===== config.mk =====
export PLATFORM = sky130hd
export DESIGN_NAME = vga_timing_generator
export DESIGN_NICKNAME = d
export VERILOG_FILES = /design/src/rtl/vga_timing_generator.sv
export SDC_FILE = /design/constraint.sdc
export NUM_CORES = 1
export LEC_CHECK = 0
export CORE_AREA = 2 2 63 71
export DETAILED_ROUTE_END_ITERATION = 7
export DIE_AREA = 0 0 65 73
export HOLD_SLACK_MARGIN = 0.06
export PLACE_DENSITY = 0.7
export RECOVER_POWER = 25
export SLEW_MARGIN = 20
export SYNTH_ARGS = -nofsm -noshare
export SYNTH_HDL_FRONTEND = slang
export SYNTH_SLANG_ARGS = --single-unit

===== constraint.sdc =====
create_clock -name i_clk -period 2.25 [get_ports i_clk]
set_input_delay 0.225 -clock i_clk [delete_from_list [all_inputs] [get_ports i_clk]]
set_output_delay 0.225 -clock i_clk [all_outputs]
set_load 0.05 [all_outputs]

===== src/rtl/vga_timing_generator.sv =====
// Raster timing source: pixel/line counters with visible flag, syncs and start strobes.
// Every output is decoded from the next-state counters and registered alongside them.
module vga_timing_generator #(
    parameter int H_VISIBLE        = 640,
    parameter int H_FRONT          = 16,
    parameter int H_SYNC           = 96,
    parameter int H_BACK           = 48,
    parameter int V_VISIBLE        = 480,
    parameter int V_FRONT          = 10,
    parameter int V_SYNC           = 2,
    parameter int V_BACK           = 33,
    parameter int HSYNC_ACTIVE_LOW = 1,
    parameter int VSYNC_ACTIVE_LOW = 1
) (
    input  logic       i_clk,
    input  logic       i_rst_n,
    input  logic       i_ce,
    output logic [9:0] o_hpos,
    output logic [9:0] o_vpos,
    output logic       o_visible,
    output logic       o_hsync,
    output logic       o_vsync,
    output logic       o_line_start,
    output logic       o_frame_start
);

    localparam int H_TOTAL = H_VISIBLE + H_FRONT + H_SYNC + H_BACK;
    localparam int V_TOTAL = V_VISIBLE + V_FRONT + V_SYNC + V_BACK;

    if (H_TOTAL > 1024) begin : g_bad_htotal
        $error("vga_timing_generator: H_TOTAL exceeds 1024");
    end
    if (V_TOTAL > 1024) begin : g_bad_vtotal
        $error("vga_timing_generator: V_TOTAL exceeds 1024");
    end
    if (H_BACK < 1 || V_BACK < 1) begin : g_bad_back
        $error("vga_timing_generator: back porches must be at least 1");
    end

    // A non-zero back porch keeps the sync end strictly below TOTAL, so 10 bits suffice.
    localparam logic [9:0] H_LAST   = 10'(H_TOTAL - 1);
    localparam logic [9:0] V_LAST   = 10'(V_TOTAL - 1);
    localparam logic [9:0] H_VIS    = 10'(H_VISIBLE);
    localparam logic [9:0] V_VIS    = 10'(V_VISIBLE);
    localparam logic [9:0] HS_START = 10'(H_VISIBLE + H_FRONT);
    localparam logic [9:0] HS_END   = 10'(H_VISIBLE + H_FRONT + H_SYNC);
    localparam logic [9:0] VS_START = 10'(V_VISIBLE + V_FRONT);
    localparam logic [9:0] VS_END   = 10'(V_VISIBLE + V_FRONT + V_SYNC);
    localparam logic       HS_ON    = (HSYNC_ACTIVE_LOW == 0);
    localparam logic       VS_ON    = (VSYNC_ACTIVE_LOW == 0);

    logic [9:0] hpos_q, hpos_d;
    logic [9:0] vpos_q, vpos_d;
    logic       visible_q, visible_d;
    logic       hsync_q, hsync_d;
    logic       vsync_q, vsync_d;
    logic       line_start_q, line_start_d;
    logic       frame_start_q, frame_start_d;

    always_comb begin
        hpos_d = hpos_q + 10'd1;
        vpos_d = vpos_q;
        if (hpos_q == H_LAST) begin
            hpos_d = '0;
            if (vpos_q == V_LAST) begin
                vpos_d = '0;
            end else begin
                vpos_d = vpos_q + 10'd1;
            end
        end

        visible_d     = (hpos_d < H_VIS) && (vpos_d < V_VIS);
        hsync_d       = ((hpos_d >= HS_START) && (hpos_d < HS_END)) ? HS_ON : ~HS_ON;
        vsync_d       = ((vpos_d >= VS_START) && (vpos_d < VS_END)) ? VS_ON : ~VS_ON;
        line_start_d  = (hpos_d == '0);
        frame_start_d = (hpos_d == '0) && (vpos_d == '0);
    end

    // Reset parks the raster on the last pixel so the first enabled edge lands on (0,0).
    always_ff @(posedge i_clk or negedge i_rst_n) begin
        if (!i_rst_n) begin
            hpos_q        <= H_LAST;
            vpos_q        <= V_LAST;
            visible_q     <= 1'b0;
            hsync_q       <= ~HS_ON;
            vsync_q       <= ~VS_ON;
            line_start_q  <= 1'b0;
            frame_start_q <= 1'b0;
        end else if (i_ce) begin
            hpos_q        <= hpos_d;
            vpos_q        <= vpos_d;
            visible_q     <= visible_d;
            hsync_q       <= hsync_d;
            vsync_q       <= vsync_d;
            line_start_q  <= line_start_d;
            frame_start_q <= frame_start_d;
        end
    end

    assign o_hpos        = hpos_q;
    assign o_vpos        = vpos_q;
    assign o_visible     = visible_q;
    assign o_hsync       = hsync_q;
    assign o_vsync       = vsync_q;
    assign o_line_start  = line_start_q;
    assign o_frame_start = frame_start_q;

endmodule


== Word level (Yosys, flattened, before mapping) ==
Cells that the tools add are included.

* Output and inout bits: 25
* Word-level logic and storage cells: 28
* Input bits: 3
* Register bits after elaboration: 25

* Muxes and demuxes: 5
* Add/subtract/negate cells: 2
* Reduce and logical (&&, ||, !) cells: 6
* Equality and inequality tests: 2
* $lt $le $gt $ge: 6

{| class="wikitable"
|+ Operators with widths
! cell !! number
|-
| $mux 10 || 3
|-
| $add 10x1->10 const B || 2
|-
| $eq 10x10->1 const B || 2
|-
| $logic_not 10->1 || 2
|-
| $lt 10x10->1 const B || 2
|-
| $lt 10x9->1 const B || 2
|-
| $ge 10x10->1 const B || 1
|-
| $ge 10x9->1 const B || 1
|-
| $logic_and 1x1->1 || 4
|-
| $mux 1 || 2
|}

== Longest topological paths before layout ==
Gate-level depths: netlist of the first run.

* Depth after elaboration: 6
* Depth in mapped cells: 8
* Gate-level depth less buffers: 8

== Worst setup path before layout of the first run ==
OpenSTA, ideal clock, no wires.

* Path kind: register to register
* Start: reg hpos_q[0], in the netlist o_hpos[0]
* End: reg visible_q, in the netlist o_visible
* Slack: -0.243 ns
* Path buffers: 1
* Clock period less this slack: 2.493 ns
* Stages on the path, launching flop included: 9
* Setup time: 0.120 ns
* Required time: 2.130 ns
* Arrival: 2.372 ns
* Path through: dfstp_2 ha_1 nand4_1 or3_1 buf_6 nor3_4 xnor2_1 or2_1 a41o_1

* Word-level cells in the longest chain between the ends: 4
* Elaborated cells on any way between the ends: 7
* Classes of those cells: add/sub (1); order compare (2); eq/ne (1); mux (2); reduce/logical (1)

{| class="wikitable"
|+ Ends and longest elaborated chain
! element !! RTL line !! source
|-
| from (decl) || 52 || <nowiki>logic [9:0] hpos_q, hpos_d;</nowiki>
|-
| from (signal assigned) || 90 || <nowiki>hpos_q <= hpos_d;</nowiki>
|-
| $add 10x1->10 or $eq 10x10->1 (tied branches) || 61, 63 ||
|-
| $mux 10 || 63 || <nowiki>if (hpos_q == H_LAST) begin</nowiki>
|-
| $lt 10x10->1 or $lt 10x9->1 (tied branches) || 72 || <nowiki>visible_d = (hpos_d < H_VIS) && (vpos_d < V_VIS);</nowiki>
|-
| $logic_and 1x1->1 (*) || 72 ||
|-
| to (signal assigned) || 92 || <nowiki>visible_q <= visible_d;</nowiki>
|-
| to (decl) || 54 || <nowiki>logic visible_q, visible_d;</nowiki>
|}

Mark *: on every way between the ends. The rest lies on a longest branch, timed or not.
A chain may end at the register's enable or synchronous reset.

== Worst setup path in the final report of the first run ==
* Start: reg hpos_q[0], in the netlist o_hpos[0]
* End: reg frame_start_q, in the netlist o_frame_start

* Word-level cells in the longest chain between the ends: 4
* Elaborated cells on any way between the ends: 7
* Classes of those cells: add/sub (1); eq/ne (1); mux (2); reduce/logical (3)

{| class="wikitable"
|+ Ends and longest elaborated chain
! element !! RTL line !! source
|-
| $add 10x1->10 or $eq 10x10->1 (tied branches) || 61, 63 ||
|-
| $mux 10 || 63 ||
|-
| $logic_not 10->1 || 76 || <nowiki>frame_start_d = (hpos_d == '0) && (vpos_d == '0);</nowiki>
|-
| $logic_and 1x1->1 (*) || 76 ||
|-
| to (signal assigned) || 96 || <nowiki>frame_start_q <= frame_start_d;</nowiki>
|-
| to (decl) || 58 || <nowiki>logic frame_start_q, frame_start_d;</nowiki>
|}

Marked as above.

==> flow_summary_export.csv, run 1 <==
group,metric,value,unit
run_status,status,"complete, no violations",
min_path,hold_end,"o_vsync",
sta,fin_skew,4.935,ps
final_layout,drive_gt1_share,21.52,%
floorplanning,dieHeight,73,µm
sta,fmax,466.5,MHz
floorplanning,core,4098,µm²
placement,io_buffers,27,
logic_synthesis,synth-seq-cells,25,
power_and_ir_drop,cellLeakagePower,0.0009043,µW
clock_tree,cts_buffers,3,
detailed_routing,first_iter_violations,168,
critical_path,reg2reg_to,"o_frame_start",
logic_synthesis,synth_warnings,0,
power_and_ir_drop,power_frac_comb,44.3,%
logic_synthesis,ys.flop_type,"dfrtp_1",
run,cap_violations,0,
floorplanning,row_count,25,
power_and_ir_drop,power.total,1627,µW
min_path,hold_path_class,"flop to flop",
power_and_ir_drop,ir_worst_vdd,0.3487,mV
floorplanning,start_util,42.99,%
logic_synthesis,synth_xor_area_share,6.463,%
critical_path,reg2reg_slack,110,ps
detailed_routing,post_drt_via_cell_ratio,5.777,
logic_synthesis,synth.distinct_cells,54,
logic_synthesis,synth_top_area_cell,"dfrtp_1",
min_path,hold-path-cell-count,2,
logic_synthesis,synth_top_area_share,18.47,%
clock_tree,cts_hold_buf,0,
floorplanning,die_area,4745,µm²
critical_path,path_cells,"buf_4 -> and4_1 -> nand2_1 -> xnor2_1 -> nor4_2 -> o2111ai_1 -> o32ai_1",
clock_tree,cts_tree,"done",
power_and_ir_drop,p_sw,663.5,µW
global_route,grt_pass1_vias,1594,
floorplanning,ios,28,
logic_synthesis,postSynthAreaPerCell,8.765,µm²
global_route,grt_max_degree,26,
critical_path,rr_worst_depth,7,
critical_path,crit_fanout,7,
clock_tree,clockRootBuffer,"clkbuf_8",
critical_path,max_stage_delay,640,ps
final_layout,antenna_cells,0,
sta,slew_headroom,8.537,%
critical_path,cp.arrival,2320,ps
sta,setup_viol_count_final,0,
sta,finalMaxSlewViolations,0,
global_route,antenna_found_initial,0,
sta,worst_slew_pin_slew,1372,ps
critical_path,cp_slowest_cell,"dfstp_4",
detailed_routing,wl_met3,177,µm
clock_tree,cts_sinks,25,
logic_synthesis,synthSimpleGateAreaFrac,24.86,%
detailed_routing,antenna_left,0,
logic_synthesis,synth_fa_ha_area_share,2.131,%
sta,period_needed,2144,ps
sta,rsz0062_at_grt,"true",
logic_synthesis,synth_edf_count,0,
logic_synthesis,synth_top_family_by_area,"simple AND/OR/NAND/NOR gates",
power_and_ir_drop,p_int,963.3,µW
clock_tree,insertion_delay,270,ps
power_and_ir_drop,swShare,40.78,%
global_route,grt.overflow.total,0,
clock_tree,cts_max_path_buffers,2,
detailed_routing,top_layer_used,"met4",
detailed_routing,avgRoutedWirePerCell,14.75,µm
final_layout,area_growth,27.63,%
final_layout,fill_cells,397,
sta,final-hold-violation-count,0,
detailed_routing,vias,1681,
power_and_ir_drop,clkPwrFrac,16.9,%
critical_path,crit_type,"flop to flop",
floorplanning,dieWidth,65,µm
clock_tree,htreeDepth,1,
detailed_routing,drcViolationCount,0,
detailed_routing,met1Wirelength,1.872,mm
final_layout,stdcell_area,2248,µm²
placement,placed_cell_area,2183,µm²
critical_path,regToRegStartpoint,"o_hpos[0]",
logic_synthesis,synthCells,201,
global_route,grt_pass1_wl,7.251,mm
logic_synthesis,synth_area_leaders,"dfrtp_1 18%, dfstp_2 18%, xnor2_1 4.5%, nand2_1 3.6%, buf_4 3.4%",
logic_synthesis,ys_seq_area_share,36.36,%
logic_synthesis,synth_compound_area_share,19.53,%
power_and_ir_drop,powerDensity,723.5,nW/µm²
global_route,grt.total_usage,19.52,%
detailed_routing,dr.pass1.iters,5,
critical_path,critPathTopFamily,"flip-flops",
critical_path,cp.required,2430,ps
logic_synthesis,syn_nets,207,
critical_path,cp-end-kind,"flop",
sta,hold_ws,507.1,ps
logic_synthesis,synth.cell_area,1762,µm²
detailed_routing,drt_wl_total,4.292,mm
clock_tree,path_clk_slew,90,ps
final_layout,nets,244,
min_path,min_from,"o_vsync",
sta,fin_crit_sh,95.27,%
power_and_ir_drop,p_seq_share,38.8,%
detailed_routing,dr_wl_met2,2.158,mm
placement,gp_congestion,0.9005,
placement,dp_hpwl,3.123,mm
critical_path,cp-start-kind,"flop",
logic_synthesis,async_flop_share,100.0,%
logic_synthesis,synthMuxAreaShare,2.983,%
critical_path,crit_buf_inv,1,
==> cell usage in the layout, fill, tap and decap left out, types with 4 or more instances in the layout <==
cell type / n
a31oi_1: 8
dfstp_2: 10
nor3_1: 7
o31ai_1: 4
xnor2_1: 9
xor2_1: 4
buf_4: 22
clkdlybuf4s50_1: 26
o21ai_0: 8
nor2_1: 16
a21oi_1: 7
and3_1: 5
nand2_1: 16
nand3_1: 11
inv_1: 7
dfrtp_1: 13
==> stage by stage <==
stage	instances	TNS, ps	util, %	worst slack [ps]
floorplan	201	-26.01	-	-26.01
global placement	287	0	53.28	91.17
detailed placement	287	0	53.28	33.21
CTS	291	0	54.38	31.21
global route	291	-87.02	54.87	-63.14
finish	291	0	54.87	106.4
==> flip-flops by register name, indices dropped and copies added, names as in the netlist <==
name and flops:
o_line_start 1, o_visible 1, o_frame_start 1, o_hpos 10
o_vpos 10, o_hsync 1, o_vsync 1
==> routing by layer <==
metal  vias to the layer above  track usage (%)
met1                       819            24.54
met3                         9            2.778
met2                        48            34.02
met5                         -                0
met4                         0            7.092
li1                        805                -
==> worst max-delay path by stage <==
stage | cells past startpoint | slack, ps | startpoint | to
finish | 7 | 110 | o_hpos[0] | o_frame_start
global route | 8 | -60 | o_hpos[1] | o_frame_start
CTS | 7 | 30 | o_hpos[1] | o_frame_start
detailed placement | 7 | 30 | o_hpos[1] | o_frame_start
global placement | 7 | 90 | o_hpos[1] | o_visible
floorplan | 8 | -30 | o_hpos[0] | o_visible
==> synth_stat cells, types with 2 or more instances <==
| library cell | count |
|---|---|
| a211oi_1 | 3 |
| a21oi_1 | 7 |
| a22oi_1 | 2 |
| a31oi_1 | 8 |
| a41o_1 | 2 |
| and3_1 | 5 |
| and4_1 | 3 |
| buf_2 | 3 |
| buf_4 | 8 |
| clkbuf_1 | 6 |
| dfrtp_1 | 13 |
| dfstp_2 | 12 |
| ha_1 | 3 |
| inv_1 | 7 |
| mux2_2 | 2 |
| mux2i_1 | 3 |
| nand2_1 | 17 |
| nand3_1 | 11 |
| nand4_1 | 3 |
| nor2_1 | 16 |
| nor3_1 | 8 |
| o21ai_0 | 9 |
| o22ai_1 | 2 |
| o31ai_1 | 4 |
| or3_1 | 4 |
| xnor2_1 | 9 |
| xor2_1 | 4 |
==> final cells by class <==
type                    count  area (µm²)  area share, %
clock buffers               4       45.04          2.003
inverters                   7       26.28          1.169
multi-input cells         151        1022          45.46
flip-flops and latches     25       648.1          28.83
well taps                  54       67.56          3.005
repair buffers             50       439.2          19.53
==> cell families after synthesis <==
family | after synthesis
multiplexers | 5
XOR/XNOR | 13
flip-flops | 25
AND/OR/NAND/NOR | 80
adder cells (fa/ha/maj) | 3
buffers and inverters | 25
AO/OA/AOI/OAI | 50
==> power by group through the flow <==
stage	clock network (µW)	logic, µW	registers [µW]
final	275	720	631
after CTS	278	718	628
after global routing	299	775	644
after global placement	0	707	633
after floorplan	0	308	818
after detailed placement	0	716	636
==> worst register-to-register path: stages, from the launching register on <==
cell and delay (ps):
dfstp_4 640, buf_4 140, and4_1 240, nand2_1 120, xnor2_1 150, nor4_2 280, o2111ai_1 200, o32ai_1 280
==> repair_timing <==
action / CTS / global route
gates resized for setup: 0 / 6
buffers inserted: 0 / 0
endpoints found under the hold margin: 0 / 0
setup endpoints to repair: 0 / 7
Power figures use the tool's default switching activity.
==> run 2: changes to the inputs <==
--- a/config.mk
+++ b/config.mk
@@ -9,7 +9,7 @@
 export DETAILED_ROUTE_END_ITERATION = 7
 export DIE_AREA = 0 0 65 73
 export HOLD_SLACK_MARGIN = 0.06
-export PLACE_DENSITY = 0.7
+export PLACE_DENSITY = 0.67
 export RECOVER_POWER = 25
 export SLEW_MARGIN = 20
 export SYNTH_ARGS = -nofsm -noshare
==> constraint.sdc (replaced) <==
create_clock -name i_clk -period 2.7 [get_ports i_clk]
set_input_delay 0.27 -clock i_clk [delete_from_list [all_inputs] [get_ports i_clk]]
set_output_delay 0.27 -clock i_clk [all_outputs]
set_load 0.05 [all_outputs]
==> run 2 against run 1 <==
Effect of this change:
- register-to-register slack improved by 180 ps
- worst setup slack better by 180 ps
- largest power group is now registers
- first-iteration DRC count is 24% lower
- highest routed layer unchanged
- die area did not move
- core utilization down 4.0 points
- sequential power fell by 10%
- sequential share of layout area up 1.9 points
==> flow_summary_export.csv, run 2 (synthesis gave the netlist of run 1 again) <==
group,metric,value,unit
floorplanning,ios,28,
final_layout,area_growth,18.32,%
sta,setup_tns,0,ps
global_route,grt.total_usage,17.67,%
clock_tree,path_clk_slew,90,ps
sta,worst_slew_pin_slew,1414,ps
detailed_routing,drt_wl_total,3.942,mm
detailed_routing,avgRoutedWirePerCell,14.33,µm
critical_path,regToRegStartpoint,"o_hpos[0]",
clock_tree,cts_sinks,25,
floorplanning,die_area,4745,µm²
critical_path,crit_start,"o_hpos[0]",
clock_tree,htreeDepth,1,
final_layout,stdcell_area,2085,µm²
detailed_routing,first_iter_violations,127,
clock_tree,post_cts.repair.setup_buffers,0,
sta,period_needed,2415,ps
power_and_ir_drop,powerDensity,610.4,nW/µm²
clock_tree,clockRootBuffer,"clkbuf_8",
detailed_routing,dr.pass1.iters,4,
final_layout,drive_gt1_share,13.12,%
sta,finalMaxSlewViolations,0,
floorplanning,core,4098,µm²
clock_tree,cts_tree,"done",
detailed_routing,antenna_left,0,
sta,fin_crit_sh,89.45,%
sta,fin_skew,1.999,ps
global_route,grt.overflow.total,0,
global_route,antenna_found_initial,0,
global_route,grt_pass1_wl,6.672,mm
clock_tree,cts.repair.resized,0,
placement,dp_slack,295.1,ps
clock_tree,insertion_delay,270,ps
min_path,min_from,"o_vsync",
final_layout,final_cell_mix,"26 x clkdlybuf4s50_1, 17 x nand2_1, 16 x nor2_1",
critical_path,crit_type,"flop to flop",
min_path,hold_path_class,"flop to flop",
critical_path,cp.arrival,2610,ps
sta,setup_ws,284.9,ps
power_and_ir_drop,power.total,1272,µW
critical_path,crit_fanout,12,
final_layout,antenna_cells,0,
global_route,grt_max_degree,26,
placement,placed_cell_area,2043,µm²
critical_path,cp.required,2900,ps
run_status,status,"complete, no violations",
run,cap_violations,0,
sta,rsz0062_at_grt,"false",
critical_path,cp-start-kind,"flop",
clock_tree,cts_max_path_buffers,2,
sta,final-hold-violation-count,0,
placement,gp_congestion,0.8532,
detailed_routing,drcViolationCount,0,
critical_path,critPathCapture,"o_vpos[7]",
sta,fmax,414.1,MHz
detailed_routing,post_drt_via_cell_ratio,5.655,
floorplanning,dieWidth,65,µm
sta,setup_viol_count_final,0,
clock_tree,cts_hold_buf,0,
placement,io_buffers,27,
global_route,grt_pass1_vias,1414,
final_layout,layout_commonest_cell,"clkdlybuf4s50_1",
floorplanning,row_count,25,
critical_path,cp-end-kind,"flop",
critical_path,reg2reg_slack,280,ps
sta,slew_headroom,5.749,%
critical_path,reg2reg_to,"o_vpos[7]",
power_and_ir_drop,ir_worst_vdd,0.2110,mV
final_layout,final_cells,275,
floorplanning,start_util,42.99,%
detailed_routing,vias,1555,
final_layout,nets,228,
power_and_ir_drop,cellLeakagePower,0.0008172,µW
clock_tree,cts_buffers,3,
placement,dp_hpwl,2.824,mm
critical_path,rr_worst_depth,7,
floorplanning,dieHeight,73,µm
placement,place.detailed.instances,271,
## run 2: changes by cell type in the layout (fill, tap and decap cells not counted), sizes merged
| cell | delta |
|---|---|
| buf | -16 |
## run 2: per-stage QoR
step	hold WS, ps	utilization [%]
2_1_floorplan	-25.59	-
3_3_place_gp	487.6	49.86
3_5_place_dp	484.2	49.86
4_1_cts	369.1	50.96
5_1_grt	503.4	50.87
6_report	493.7	50.87
## run 2: worst min path at each step
stage | end | slack, ps | depth (start not counted)
after floorplan | o_frame_start | -30 | 0
after global routing | o_vsync | 500 | 2
after global placement | o_vsync | 490 | 2
after CTS | o_frame_start | 370 | 2
after detailed placement | o_vsync | 480 | 2
final | o_vsync | 490 | 2
## run 2: area by class of cell
cell class | instances | area (µm²)
fill | 409 | 2013
multi-input combinational | 151 | 985.9
sequential | 25 | 640.6
timing repair buffer | 34 | 319.1
tap | 54 | 67.56
clock buffer | 4 | 45.04
inverter | 7 | 26.28
## run 2: layer usage
metal | track usage (%) | up-vias | share of wire, %
li1 | - | 774 | -
met1 | 25.24 | 751 | 50
met2 | 27.84 | 26 | 47
met3 | 2.469 | 4 | 2.7
met4 | 5.201 | 0 | 0.96
met5 | 0 | - | 0
## run 2: critical path, cell delays in order (launching register included)
cell,delay [ps]
dfstp_2,610
ha_1,290
nand4_1,190
nor3_1,310
buf_4,230
nand2_1,250
nor3_1,310
xor2_1,160
## run 2: report_power, final
group / internal (µW) / switching, µW / total [µW]
registers: 451 / 115 / 566
clock network: 106 / 118 / 223
logic: 192 / 292 / 483
total: 748 / 524 / 1270
==> run 3: changes to the inputs <==
--- a/config.mk
+++ b/config.mk
@@ -8,8 +8,9 @@
 export CORE_AREA = 2 2 63 71
 export DETAILED_ROUTE_END_ITERATION = 7
 export DIE_AREA = 0 0 65 73
+export DONT_BUFFER_PORTS = 1
 export HOLD_SLACK_MARGIN = 0.06
-export PLACE_DENSITY = 0.67
+export PLACE_DENSITY = 0.58
 export RECOVER_POWER = 25
 export SLEW_MARGIN = 20
 export SYNTH_ARGS = -nofsm -noshare
==> run 3 against run 2 <==
Effect of this change:
- fmax up 5.2%
- sequential share of layout area increased by 1.6 points
- die area unchanged
- non-clock buffer count decreased by 6
- register-to-register slack better by 120 ps
- total power fell by 0.99%
- critical path type unchanged
- clock skew grew 4.3 ps
- worst hold slack worse by 420 ps
- critical path depth unchanged
- core utilization decreased by 2.6 points
- cell count decreased by 2.2%
==> flow_summary_export.csv, run 3 (synthesis gave the netlist of run 1 again) <==
group,metric,value,unit
clock_tree,htreeDepth,1,
critical_path,crit_fanout,9,
power_and_ir_drop,cellLeakagePower,0.0008245,µW
final_layout,layout_commonest_cell,"buf_4",
floorplanning,start_util,42.99,%
min_path,hold_path_class,"input pin to flop",
clock_tree,cts_tree,"done",
sta,setup_tns,0,ps
power_and_ir_drop,power.total,1260,µW
floorplanning,ios,28,
critical_path,rr_worst_depth,7,
sta,fin_skew,6.302,ps
placement,gp_congestion,0.8650,
detailed_routing,vias,1561,
clock_tree,clockRootBuffer,"clkbuf_8",
power_and_ir_drop,ir_worst_vdd,0.2459,mV
final_layout,final_cell_mix,"24 x buf_4, 17 x nand2_1, 16 x nor2_1",
critical_path,crit_type,"flop to flop",
final_layout,antenna_cells,0,
detailed_routing,drcViolationCount,0,
critical_path,cp.arrival,2460,ps
final_layout,drive_gt1_share,21.86,%
critical_path,cp-start-kind,"flop",
global_route,grt_max_degree,26,
placement,io_buffers,0,
critical_path,cp-end-kind,"flop",
clock_tree,cts_buffers,3,
floorplanning,dieWidth,65,µm
power_and_ir_drop,p_seq_share,41.7,%
sta,setup_viol_count_final,0,
floorplanning,row_count,25,
critical_path,reg2reg_slack,400,ps
power_and_ir_drop,clkPwrFrac,17.6,%
power_and_ir_drop,power_frac_comb,40.7,%
power_and_ir_drop,p_sw,526.0,µW
power_and_ir_drop,powerDensity,636.4,nW/µm²
run,cap_violations,0,
power_and_ir_drop,swShare,41.76,%
global_route,grt_pass1_wl,7.217,mm
floorplanning,dieHeight,73,µm
sta,period_needed,2297,ps
clock_tree,cts_sinks,25,
min_path,min_from,"i_ce",
detailed_routing,post_drt_via_cell_ratio,5.803,
clock_tree,insertion_delay,270,ps
final_layout,nets,222,
global_route,grt_pass1_vias,1515,
critical_path,regToRegStartpoint,"o_hpos[0]",
critical_path,cp.required,2860,ps
detailed_routing,avgRoutedWirePerCell,15.83,µm
detailed_routing,drt_wl_total,4.259,mm
power_and_ir_drop,p_int,733.7,µW
detailed_routing,first_iter_violations,148,
clock_tree,path_clk_slew,90,ps
global_route,grt.total_usage,19.46,%
detailed_routing,antenna_left,0,
placement,dp_hpwl,3.098,mm
final_layout,fill_cells,397,
min_path,hold_end,"o_vpos[9]",
sta,hold_ws,74.14,ps
floorplanning,die_area,4745,µm²
run_status,status,"complete, no violations",
global_route,antenna_found_initial,0,
global_route,grt.overflow.total,0,
final_layout,final_util,48.31,%
sta,fin_crit_sh,85.06,%
placement,place.detailed.instances,261,
detailed_routing,dr.pass1.iters,4,
sta,rsz0062_at_grt,"false",
final_layout,final_cells,269,
sta,finalMaxSlewViolations,0,
sta,fmax,435.4,MHz
sta,final-hold-violation-count,0,
clock_tree,cts_max_path_buffers,2,
critical_path,reg2reg_to,"o_visible",
floorplanning,core,4098,µm²
min_path,hold-path-cell-count,1,
sta,slew_headroom,9.824,%
final_layout,area_growth,12.36,%
sta,worst_slew_pin_slew,1353,ps
[run 3: cell types whose count changed in the layout (fill, tap and decap cells not counted)]
cell,change
clkdlybuf4s50_1,-26
dlygate4sd3_1,+2
buf_4,+18
[run 3: worst max path at each step]
stage,from,depth (start not counted),slack (ps),to
final,o_hpos[0],7,400,o_visible
after floorplan,o_hpos[0],8,210,o_visible
after global placement,o_hpos[0],7,470,o_visible
after global routing,o_hpos[0],7,270,o_visible
after CTS,o_hpos[0],7,410,o_visible
after detailed placement,o_hpos[0],7,430,o_visible
[run 3: repair_timing]
item | CTS | global route
endpoints found under the hold margin | 27 | 2
gates resized for setup | 0 | 0
buffers inserted | 0 | 0
endpoints found under the setup margin | 0 | 0
hold buffers | 3 | 1
[run 3: critical path: stages, from the launching register on]
cell	delay (ps)
dfstp_2	540
ha_1	160
nand4_1	160
or3_1	520
nor3_4	250
xnor2_1	110
or2_1	250
a41o_1	200
[run 3: metrics by stage]
stage | instance area, µm² | setup WS [ps]
after floorplan | 1762 | 207.4
after global placement | 1901 | 472.1
after detailed placement | 1901 | 426.3
after CTS | 1986 | 405.9
after global routing | 1979 | 274.3
final | 1979 | 403.3
[run 3: metal layers]
layer / track usage, % / vias up / routed length (µm) / share of wire (%)
met4: 8.038 / 0 / 103 / 2.4
met1: 23.88 / 742 / 1817 / 43
met5: 0 / - / 0 / 0
met3: 3.086 / 10 / 168 / 3.9
met2: 33.91 / 47 / 2169 / 51
li1: - / 762 / - / -
[run 3: layout make-up]
type,count,area [µm²],share of cell area [%]
clock buffer,4,45.04,2.276
sequential,25,640.6,32.36
inverter,7,26.28,1.327
timing repair buffer,28,214.0,10.81
multi-input combinational,151,985.9,49.81
tap,54,67.56,3.413
[run 3: power by group through the flow]
stage	Combinational, µW	Sequential (µW)	Clock (µW)
after detailed placement	500	531	0
after global routing	548	538	243
final	513	525	222
after global placement	494	526	0
after floorplan	251	670	0
after CTS	516	525	230
